--- config.mk ---
export PLATFORM = sky130hd
export DESIGN_NAME = motor_pwm_decoder
export DESIGN_NICKNAME = d
export VERILOG_FILES = /design/src/rtl/motor_pwm_decoder.sv
export SDC_FILE = /design/constraint.sdc
export NUM_CORES = 1
export LEC_CHECK = 0
export ABC_CLOCK_PERIOD_IN_PS = 4050
export BUFFER_PORTS_ARGS = -buffer_cell sky130_fd_sc_hd__buf_2
export CORE_MARGIN = 5
export CORE_UTILIZATION = 30
export DETAILED_ROUTE_END_ITERATION = 16
export PLACE_DENSITY = 0.44
export SLEW_MARGIN = 20
export SYNTH_ARGS = -nofsm -noshare
export SYNTH_HDL_FRONTEND = slang
export SYNTH_SLANG_ARGS = --single-unit
--- constraint.sdc ---
create_clock -name i_clk -period 4.05 [get_ports i_clk]
set_input_delay 1.215 -clock i_clk [delete_from_list [all_inputs] [get_ports i_clk]]
set_output_delay 1.215 -clock i_clk [all_outputs]
set_load 0.01 [all_outputs]
--- src/rtl/motor_pwm_decoder.sv ---
// Decodes one motor channel's fwd/rev PWM pin pair into a signed speed once per PWM window.
// Optional build macro PWM_SYNC_EN puts a 2-flop synchronizer on the pins before sampling.
//   state | meaning
//   IDLE  | not measuring, counters clear, outputs hold
//   MEAS  | sampling fwd/rev once per clk, window of PERIOD clks
module motor_pwm_decoder #(
  parameter int PERIOD  = 1024,
  parameter int SPEED_W = 11
) (
  input  logic               i_clk,
  input  logic               i_rst,
  input  logic               i_en,
  input  logic               i_fwd,
  input  logic               i_rev,
  output logic [SPEED_W-1:0] o_spd,
  output logic               o_spd_vld,
  output logic               o_brake,
  output logic               o_coast,
  output logic               o_dir_err
);

  localparam int WW  = $clog2(PERIOD);
  localparam int CW  = WW + 1;
  localparam int MAX = 2 ** (SPEED_W - 1) - 1;

  typedef enum logic {IDLE, MEAS} state_t;

  state_t          r_state;
  logic [WW-1:0]   r_win;
  logic [CW-1:0]   r_fcnt, r_rcnt, r_bcnt;
  logic [CW-1:0]   r_ffin, r_rfin, r_bfin;
  logic            r_eval;

  logic            w_fwd, w_rev;
  logic            w_f_hit, w_r_hit, w_b_hit;
  int              w_f, w_r, w_d;
  logic [SPEED_W-1:0] w_spd;
  logic            w_brk, w_cst, w_derr;

`ifdef PWM_SYNC_EN
  logic [1:0] r_fwd_sync, r_rev_sync;

  always_ff @(posedge i_clk) begin
    if (i_rst) begin
      r_fwd_sync <= 2'b00;
      r_rev_sync <= 2'b00;
    end else begin
      r_fwd_sync <= {r_fwd_sync[0], i_fwd};
      r_rev_sync <= {r_rev_sync[0], i_rev};
    end
  end

  assign w_fwd = r_fwd_sync[1];
  assign w_rev = r_rev_sync[1];
`else
  assign w_fwd = i_fwd;
  assign w_rev = i_rev;
`endif

  assign w_f_hit = w_fwd & ~w_rev;
  assign w_r_hit = ~w_fwd & w_rev;
  assign w_b_hit = w_fwd & w_rev;

  // Result of the window latched in the *_fin registers, in priority order.
  always_comb begin
    w_f    = int'(r_ffin);
    w_r    = int'(r_rfin);
    w_d    = w_f - w_r;
    w_spd  = '0;
    w_brk  = 1'b0;
    w_cst  = 1'b0;
    w_derr = 1'b0;
    if (r_bfin == CW'(PERIOD)) begin
      w_brk = 1'b1;
    end else if (w_f == 0 && w_r == 0) begin
      w_cst = 1'b1;
    end else if (w_r == 0) begin
      w_spd = SPEED_W'((w_f > MAX) ? MAX : w_f);
    end else if (w_f == 0) begin
      w_spd = SPEED_W'(-((w_r > MAX) ? MAX : w_r));
    end else begin
      w_derr = 1'b1;
      w_spd  = SPEED_W'((w_d > MAX) ? MAX : ((w_d < -MAX) ? -MAX : w_d));
    end
  end

  always_ff @(posedge i_clk) begin
    if (i_rst) begin
      r_state   <= IDLE;
      r_win     <= '0;
      r_fcnt    <= '0;
      r_rcnt    <= '0;
      r_bcnt    <= '0;
      r_ffin    <= '0;
      r_rfin    <= '0;
      r_bfin    <= '0;
      r_eval    <= 1'b0;
      o_spd     <= '0;
      o_spd_vld <= 1'b0;
      o_brake   <= 1'b0;
      o_coast   <= 1'b0;
      o_dir_err <= 1'b0;
    end else begin
      o_spd_vld <= 1'b0;
      // A completed window reports on the edge after its last sample, even if en just fell.
      if (r_eval) begin
        r_eval    <= 1'b0;
        o_spd     <= w_spd;
        o_brake   <= w_brk;
        o_coast   <= w_cst;
        o_dir_err <= w_derr;
        o_spd_vld <= 1'b1;
      end
      case (r_state)
        IDLE: begin
          r_win  <= '0;
          r_fcnt <= '0;
          r_rcnt <= '0;
          r_bcnt <= '0;
          if (i_en) r_state <= MEAS;
        end
        MEAS: begin
          if (!i_en) begin
            r_state <= IDLE;
            r_win   <= '0;
            r_fcnt  <= '0;
            r_rcnt  <= '0;
            r_bcnt  <= '0;
          end else begin
            r_win <= r_win + WW'(1);
            if (r_win == WW'(PERIOD - 1)) begin
              r_ffin <= r_fcnt + CW'(w_f_hit);
              r_rfin <= r_rcnt + CW'(w_r_hit);
              r_bfin <= r_bcnt + CW'(w_b_hit);
              r_fcnt <= '0;
              r_rcnt <= '0;
              r_bcnt <= '0;
              r_eval <= 1'b1;
            end else begin
              r_fcnt <= r_fcnt + CW'(w_f_hit);
              r_rcnt <= r_rcnt + CW'(w_r_hit);
              r_bcnt <= r_bcnt + CW'(w_b_hit);
            end
          end
        end
        default: r_state <= IDLE;
      endcase
    end
  end

endmodule

* Word-level counts from Yosys, hierarchy flattened *
Cells that the tools add are included.

cells by class
  mux-type cells = 29
  equal/unequal tests = 2
  bitwise operators = 7
  order comparisons = 4
  reductions and logical operators = 5
  $add $sub $neg = 6

operators by type and width
  kind                                                           count
  two-way mux 11 bit                                             14
  case mux 11 bit (2 select lines)                               3
  adder 11 x 1 -> 11 bit                                         3
  > comparator 11 x 10 -> 1 bit (second input constant)          2
  logical NOT 11 bit                                             2
  case mux 10 bit (2 select lines)                               1
  > comparator 12 x 11 -> 1 bit (second input constant)          1
  less-than comparator 12 x 11 -> 1 bit (second input constant)  1
  subtractor 11 x 11 -> 12 bit                                   1
  == test 11 bit (second input constant)                         1
  negator 11 bit                                                 1
  adder 10 x 1 -> 10 bit (second input constant)                 1
  == test 10 bit (second input constant)                         1
  two-way mux 1 bit                                              10
  two-way mux 10 bit                                             1
  inverter 1 bit                                                 4
  bitwise AND 1 bit                                              3
  AND reduction 3 bit                                            1
  OR reduction 3 bit                                             1
  logical AND 1 bit                                              1

storage, ports and cells
  output and inout port bits = 15
  bits of input ports = 5
  flip-flop bits (word level) = 93
  logic and storage cells = 67

* Longest topological paths before layout *
Gate-level depths: netlist (run 1).

  word-level depth = 8
  depth in mapped cells = 11
  mapped depth without buffers = 11

* Worst setup path before layout (run 1) *
Ideal clock, no wire load.

  kind = register to register
  from = register r_rfin[4]
  to = register o_spd[0]
  cell stages (with the launch flop) = 11
  period minus slack after synthesis = 2.702 ns
  data required time = 3.973 ns
  arrival time = 2.625 ns
  library setup time = 0.077 ns
  setup slack = 1.348 ns
  buffers on the path = 1
  path through = dfxtp_1 > inv_1 > ha_1 > buf_6 > a2111oi_4 > o21ai_1 > a31oi_1 > xnor2_1 > or4_4 > or4_4 > a41oi_2

between the ends
  cells in the longest elaborated chain, start to end = 8
  elaborated cells on any way between the ends = 14
  those cells by class = add/sub: 2; order compare: 3; mux: 7; reduce/logical: 2

ends and longest elaborated chain
  what                                   RTL line  text
  from (decl)                            31        logic [CW-1:0] r_ffin, r_rfin, r_bfin;
  from (signal assigned)                 133       r_rfin <= r_rcnt + CW'(w_r_hit);
  subtractor 11 x 11 -> 12 bit           68        w_d = w_f - w_r;
  less-than comparator 12 x 11 -> 1 bit  83        w_spd = SPEED_W'((w_d > MAX) ? MAX : ((w_d < -MAX) ? -MAX : w_d));
  two-way mux 11 bit (2 in a row)        83
  two-way mux 11 bit                     79        end else if (w_f == 0) begin
  two-way mux 11 bit                     77        end else if (w_r == 0) begin
  two-way mux 11 bit (*)                 75        end else if (w_f == 0 && w_r == 0) begin
  two-way mux 11 bit (*)                 73        if (r_bfin == CW'(PERIOD)) begin
  to (signal assigned)                   108       o_spd <= w_spd;
  to (decl)                              15        output logic [SPEED_W-1:0] o_spd,

Every way passes the cells marked *; elsewhere a longest branch is shown, timed or not.
A chain may end at the register's enable or synchronous reset.

* Worst setup path in the final report (run 1) *
  from = register r_rfin[0]
  to = register o_spd[6]

The elaborated chain is that of the path after synthesis.

==> impl_metrics.env, run 1 <==
export IMPL_status="complete, no violations"
export IMPL_maxSlewHeadroom_pct=58.1
export IMPL_placed_cells=729
export IMPL_area_delta_synth_final_pct=12.7
export IMPL_synthesis_nets=562
export IMPL_synthCells=537
export IMPL_first_global_vias=3664
export IMPL_fmax_mhz=326
export IMPL_area_sequential_sq_um=1860
export IMPL_routed_wl_mm=11.7
export IMPL_cts_setup_buffers=0
export IMPL_worstSetupPathType="flop to flop"
export IMPL_multi_input_area_sq_um=2590
export IMPL_cts_root_buf="clkbuf_16"
export IMPL_combPwrFrac_pct=1.2
export IMPL_r2r_end="o_spd[6]$_SDFFE_PP0P_"
export IMPL_io_pins=20
export IMPL_reg2reg_depth=10
export IMPL_switchingPower_uw=394
export IMPL_synth_seq_area_share_pct=40.5
export IMPL_fill_cells=1596
export IMPL_die_area_sq_um=17900
export IMPL_synth_area_leader_cell="dfxtp_1"
export IMPL_ctsResizeCount=0
export IMPL_cpLargestDelayFamily="compound AO/OA/AOI/OAI gates"
export IMPL_end_kind="flop"
export IMPL_yosysMostFrequentCell="nor2_1"
export IMPL_viasPerCell=4.98
export IMPL_grt_pass1_wl_mm=19.2
export IMPL_hp_start="r_win[0]$_SDFF_PP0_"
export IMPL_drv_slew=0
export IMPL_netlist_top_cells_area="dfxtp_1, nor2_1, ha_1"
export IMPL_cp_required_ns=4.27
export IMPL_drt_iter0_drc=197
export IMPL_seqPwrFrac_pct=50.8
export IMPL_p_leak_uw=0.00186
export IMPL_core_sq_um=15100
export IMPL_hold_violations=0
export IMPL_ys_warn_count=0
export IMPL_instances_no_fill=745
export IMPL_power_density_nw_per_um2=348
export IMPL_port_buffers=19
export IMPL_nets=577
export IMPL_dr_pass1_iters=4
export IMPL_antenna_found_initial=0
export IMPL_synth_top_area_share_pct=40.5
export IMPL_cts_buffers=9
export IMPL_grt_use_total_pct=13.6
export IMPL_fp_dieH_um=134
export IMPL_ys_types=60
export IMPL_power_share_clock_pct=48.0
export IMPL_grt_remaining_overflow=0
export IMPL_crit_path_top_delay_cell="o311ai_2"
export IMPL_ant_nets=0
export IMPL_clock_path_buffers=2
export IMPL_rows=45
export IMPL_fp_dieW_um=134
export IMPL_r2r_setup_slack_ns=0.98
export IMPL_min_path_cells=1
export IMPL_clock_sinks=93
export IMPL_stdcell_area_sq_um=5190
export IMPL_cts_hold_buf=0
export IMPL_rsz0062_at_grt="false"
export IMPL_switching_share_pct=21.9
export IMPL_cp_arrival_ns=3.29
export IMPL_crit_chain="ha_1, inv_1, fa_1, a21oi_1, o21bai_1, xnor2_1, nand4_1, or4_4, o311ai_2, o2bb2ai_1"
export IMPL_antenna_cells=0
export IMPL_drc=0
export IMPL_worstPathMaxFanout=5
export IMPL_pre_cts_ws_ns=0.971
export IMPL_post_route_min_period_ns=3.07
export IMPL_grt_max_degree=51
export IMPL_slowest_delay_ns=0.49
export IMPL_async_flop_share_pct=0
export IMPL_max_cap_violations=0
export IMPL_tightest_slew_ns=0.626
export IMPL_cts_max_level=3
export IMPL_irDropWorstVdd_v=0.000217
export IMPL_clkTransAtPathRegs_ns=0.07
export IMPL_dp_hpwl_mm=8.86
export IMPL_syn_area_per_cell_sq_um=8.57
export IMPL_synth_ff_type="dfxtp_1"
export IMPL_insertion_delay_ns=0.35
export IMPL_avgRoutedWirePerCell_um=15.7
export IMPL_timing_final_crit_share_pct=75.8
export IMPL_synth_edff_count=0
export IMPL_setup_ws_ns=0.982
export IMPL_start_util_pct=30.4
export IMPL_cts_tree="yes"
export IMPL_ys_seq_elements=93
export IMPL_setup_viol=0
export IMPL_rr_startpoint="r_rfin[0]$_SDFFE_PP0P_"
export IMPL_drive_above_1_share_pct=10.1
export IMPL_synth_area_sq_um=4600
export IMPL_placed_area_sq_um=4890
export IMPL_hold_class="flop to flop"
export IMPL_start_kind="flop"
export IMPL_fin_worst_skew_ns=0.00721
export IMPL_p_int_uw=1410
export IMPL_yosys_top_cells_count="nor2_1, dfxtp_1, nand3_1"
export IMPL_hold_path_endpoint="r_win[0]$_SDFF_PP0_"
export IMPL_worst_path_buf_inv=1
export IMPL_fin_tns_setup_ns=0
export IMPL_vias=3712
export IMPL_place_congestion=0.852
export IMPL_final_util_pct=34.3
-- how the worst max path moves through the flow --
stage	start	to	slack [ns]	cells after the start
finish	r_rfin[0]$_SDFFE_PP0P_	o_spd[6]$_SDFFE_PP0P_	0.98	10
global route	r_rfin[4]$_SDFFE_PP0P_	o_spd[2]$_SDFFE_PP0P_	0.76	9
CTS	r_rfin[0]$_SDFFE_PP0P_	o_spd[6]$_SDFFE_PP0P_	0.95	10
detailed placement	r_rfin[0]$_SDFFE_PP0P_	o_spd[6]$_SDFFE_PP0P_	0.97	10
global placement	r_rfin[0]$_SDFFE_PP0P_	o_spd[6]$_SDFFE_PP0P_	0.97	10
floorplan	r_rfin[4]$_SDFFE_PP0P_	o_spd[0]$_SDFFE_PP0P_	1.35	10
-- power by group through the flow --
stage | clock network [uW] | registers [uW] | logic (uW)
global placement | 0 | 937 | 21.9
global route | 937 | 916 | 23.9
CTS | 897 | 916 | 22.2
finish | 866 | 916 | 21.3
floorplan | 0 | 937 | 13.4
detailed placement | 0 | 937 | 22.0
-- routing by layer --
| metal | global-route usage [%] | up-vias | wire (um) |
|---|---|---|---|
| met4 | 4.51 | 0 | 210 |
| li1 | - | 1925 | - |
| met2 | 22.3 | 42 | 5580 |
| met5 | 0 | - | 0 |
| met3 | 4.05 | 14 | 444 |
| met1 | 17.0 | 1731 | 5480 |
-- flip-flops by register name, indices dropped and copies added (netlist names) --
register and cells:
r_rcnt 11, r_win 10, o_spd 11, r_eval 1, o_spd_vld 1, r_ffin 11
r_state 1, r_bfin 11, o_coast 1, r_rfin 11, r_bcnt 11, r_fcnt 11
o_brake 1, o_dir_err 1
-- through the flow --
stage	hold slack, ns	power (uW)
global route	0.475	1880
floorplan	0.418	950
finish	0.452	1800
CTS	0.462	1830
detailed placement	0.443	959
global placement	0.442	959
-- worst reg2reg max path, stage by stage (launching register included) --
cell	delay [ns]
dfxtp_1	0.40
ha_1	0.19
inv_1	0.06
fa_1	0.40
a21oi_1	0.33
o21bai_1	0.12
xnor2_1	0.23
nand4_1	0.16
or4_4	0.45
o311ai_2	0.49
o2bb2ai_1	0.13
-- placed cells by master, fill, tap and decap left out, types with 3 or more instances in the layout --
| master | n |
|---|---|
| o21a_1 | 3 |
| nor3_1 | 5 |
| nor2b_1 | 4 |
| a21oi_1 | 17 |
| and3_1 | 12 |
| inv_1 | 17 |
| mux2i_1 | 6 |
| nand2_1 | 30 |
| clkbuf_16 | 9 |
| o211ai_1 | 3 |
| and2_1 | 7 |
| nand4_1 | 7 |
| a211oi_1 | 30 |
| a31oi_1 | 6 |
| a221oi_1 | 3 |
| o21ai_0 | 14 |
| nor2_1 | 100 |
| or2_2 | 3 |
| xnor2_1 | 24 |
| nand2b_1 | 6 |
| dfxtp_1 | 93 |
| buf_2 | 19 |
| buf_4 | 6 |
| xor2_1 | 24 |
| nor4_1 | 5 |
| o2bb2ai_1 | 5 |
| ha_1 | 19 |
| nand3_1 | 32 |
-- final cells by class --
type	count	share of cell area, %
multi-input cells	406	49.9
flip-flops and latches	93	35.9
well taps	188	4.53
clock buffers	11	4.49
repair buffers	25	2.70
clock inverters	5	1.30
inverters	17	1.23
-- cells by family after synthesis --
kind of cell | synth area share (%)
and+or+nand+nor | 23.5
AOI/OAI and AO/OA | 16.3
buffers and inverters | 3.51
DFF | 40.5
muxes | 1.55
adders and majority gates | 5.60
xor gates and xnor gates | 9.14
(Power assumes the default switching activity.)
==> run 2, diff against run 1 <==
--- a/config.mk
+++ b/config.mk
@@ -5,12 +5,12 @@
 export SDC_FILE = /design/constraint.sdc
 export NUM_CORES = 1
 export LEC_CHECK = 0
-export ABC_CLOCK_PERIOD_IN_PS = 4050
+export ABC_CLOCK_PERIOD_IN_PS = 2800
 export BUFFER_PORTS_ARGS = -buffer_cell sky130_fd_sc_hd__buf_2
 export CORE_MARGIN = 5
 export CORE_UTILIZATION = 30
 export DETAILED_ROUTE_END_ITERATION = 16
-export PLACE_DENSITY = 0.44
+export PLACE_DENSITY = 0.45
 export SLEW_MARGIN = 20
 export SYNTH_ARGS = -nofsm -noshare
 export SYNTH_HDL_FRONTEND = slang
==> constraint.sdc (replaced) <==
create_clock -name i_clk -period 2.8 [get_ports i_clk]
set_input_delay 0.84 -clock i_clk [delete_from_list [all_inputs] [get_ports i_clk]]
set_output_delay 0.84 -clock i_clk [all_outputs]
set_load 0.01 [all_outputs]
==> impl_metrics.env, run 2 (synthesis results as in run 1) <==
export IMPL_timing_final_crit_share_pct=96.1
export IMPL_cp_arrival_ns=2.97
export IMPL_r2r_end="o_spd[0]$_SDFFE_PP0P_"
export IMPL_vias=3878
export IMPL_antenna_found_initial=0
export IMPL_cts_hold_buf=0
export IMPL_reg2reg_depth=9
export IMPL_die_area_sq_um=17900
export IMPL_fin_worst_skew_ns=0.00841
export IMPL_drive_above_1_share_pct=18.7
export IMPL_antenna_cells=0
export IMPL_fill_cells=1521
export IMPL_drc=0
export IMPL_fp_dieH_um=134
export IMPL_p_leak_uw=0.00204
export IMPL_place_congestion=0.879
export IMPL_clock_sinks=93
export IMPL_area_delta_synth_final_pct=20.3
export IMPL_routed_wl_mm=12.3
export IMPL_ant_nets=0
export IMPL_dp_hpwl_mm=9.28
export IMPL_hp_start="r_win[0]$_SDFF_PP0_"
export IMPL_clkTransAtPathRegs_ns=0.07
export IMPL_start_kind="flop"
export IMPL_fp_dieW_um=134
export IMPL_start_util_pct=30.4
export IMPL_status="complete, no violations"
export IMPL_cts_tree="yes"
export IMPL_setup_ws_ns=0.109
export IMPL_io_pins=20
export IMPL_placed_cells=761
export IMPL_crit_path_top_delay_cell="or4_4"
export IMPL_cts_buffers=9
export IMPL_insertion_delay_ns=0.35
export IMPL_hold_violations=0
export IMPL_worst_path_buf_inv=1
export IMPL_instances_no_fill=777
export IMPL_viasPerCell=4.99
export IMPL_nets=610
export IMPL_port_buffers=19
export IMPL_min_path_cells=1
export IMPL_fin_hold_ws_ns=0.474
export IMPL_drt_iter0_drc=192
export IMPL_hold_path_endpoint="r_win[0]$_SDFF_PP0_"
export IMPL_cts_max_level=3
export IMPL_tightest_slew_ns=0.594
export IMPL_max_cap_violations=0
export IMPL_rr_startpoint="r_rfin[6]$_SDFFE_PP0P_"
export IMPL_first_global_vias=3865
export IMPL_slowest_delay_ns=0.55
export IMPL_r2r_setup_slack_ns=0.11
export IMPL_setup_viol=0
export IMPL_worstSetupPathType="flop to flop"
export IMPL_rsz0062_at_grt="true"
export IMPL_pre_cts_ws_ns=-0.00760
export IMPL_end_kind="flop"
export IMPL_maxSlewHeadroom_pct=60.2
export IMPL_cpLargestDelayFamily="simple AND/OR/NAND/NOR gates"
export IMPL_power_uw=2520
export IMPL_irDropWorstVdd_v=0.000389
export IMPL_final_common_cell="nor2_1"
export IMPL_core_sq_um=15100
export IMPL_dr_pass1_iters=4
export IMPL_clock_path_buffers=2
export IMPL_grt_max_degree=61
export IMPL_hold_class="flop to flop"
export IMPL_grt_use_total_pct=14.2
export IMPL_grt_pass1_wl_mm=20.2
export IMPL_fin_tns_setup_ns=0
export IMPL_post_route_min_period_ns=2.69
export IMPL_rows=45
export IMPL_crit_chain="inv_1, ha_1, a21oi_1, a21oi_1, a211oi_2, xnor2_2, or4_4, or4_4, a41oi_2"
export IMPL_fmax_mhz=372
export IMPL_final_cell_mix="nor2_1, dfxtp_1, buf_4"
export IMPL_avgRoutedWirePerCell_um=15.8
export IMPL_cts_root_buf="clkbuf_16"
export IMPL_drv_slew=0
export IMPL_worstPathMaxFanout=5
export IMPL_grt_remaining_overflow=0
export IMPL_power_density_nw_per_um2=455
export IMPL_cp_required_ns=3.08
## run 2: final cells by class
cell class	count	area [sq um]	area share, %
inverter	17	63.8	1.15
clock buffer	10	229	4.13
multi-input combinational	406	2700	48.7
tap	188	235	4.25
timing repair buffer	58	400	7.23
sequential	93	1860	33.6
clock inverter	5	48.8	0.881
## run 2: what timing repair did
item                       4_1_cts  5_1_grt
setup endpoints to repair        2        9
pin swaps                        0        4
resized for setup                2       25
setup buffers                    0        1
## run 2: power breakdown
group	switching, uW	internal, uW	leakage (uW)
logic	23.3	7.75	0.00116
registers	1.18	1320	0.000750
clock network	557	610	0.000128
total	581	1940	0.00204
## run 2: per-stage QoR
step | cell area, sq um | utilization (%)
final | 5540 | 36.6
after global routing | 5540 | 36.6
after CTS | 5430 | 35.8
after detailed placement | 5140 | 33.9
after global placement | 5140 | 33.9
after floorplan | 4600 | -
## run 2: worst reg2reg max path: stages, from the launching register on
cell	delay (ns)
dfxtp_1	0.33
inv_1	0.06
ha_1	0.38
a21oi_1	0.19
a21oi_1	0.11
a211oi_2	0.27
xnor2_2	0.12
or4_4	0.55
or4_4	0.43
a41oi_2	0.17
## run 2: how the worst max path moves through the flow
stage | cells past startpoint | to | slack [ns] | from
global route | 10 | o_spd[0]$_SDFFE_PP0P_ | -0.01 | r_rfin[0]$_SDFFE_PP0P_
finish | 9 | o_spd[0]$_SDFFE_PP0P_ | 0.11 | r_rfin[6]$_SDFFE_PP0P_
detailed placement | 11 | o_spd[0]$_SDFFE_PP0P_ | -0.008 | r_ffin[0]$_SDFFE_PP0P_
global placement | 11 | o_spd[0]$_SDFFE_PP0P_ | 0.004 | r_ffin[0]$_SDFFE_PP0P_
CTS | 11 | o_spd[0]$_SDFFE_PP0P_ | 0.03 | r_ffin[0]$_SDFFE_PP0P_
floorplan | 10 | o_spd[0]$_SDFFE_PP0P_ | 0.1 | r_rfin[4]$_SDFFE_PP0P_
## run 2: layer usage
metal	part of all wire, %	up-vias	global-route usage, %	routed length [um]
met5	0	-	0	0
met4	2.5	0	4.74	310
met3	3.5	22	3.75	425
met2	47	59	23.6	5760
met1	47	1813	17.8	5800
li1	-	1984	-	-
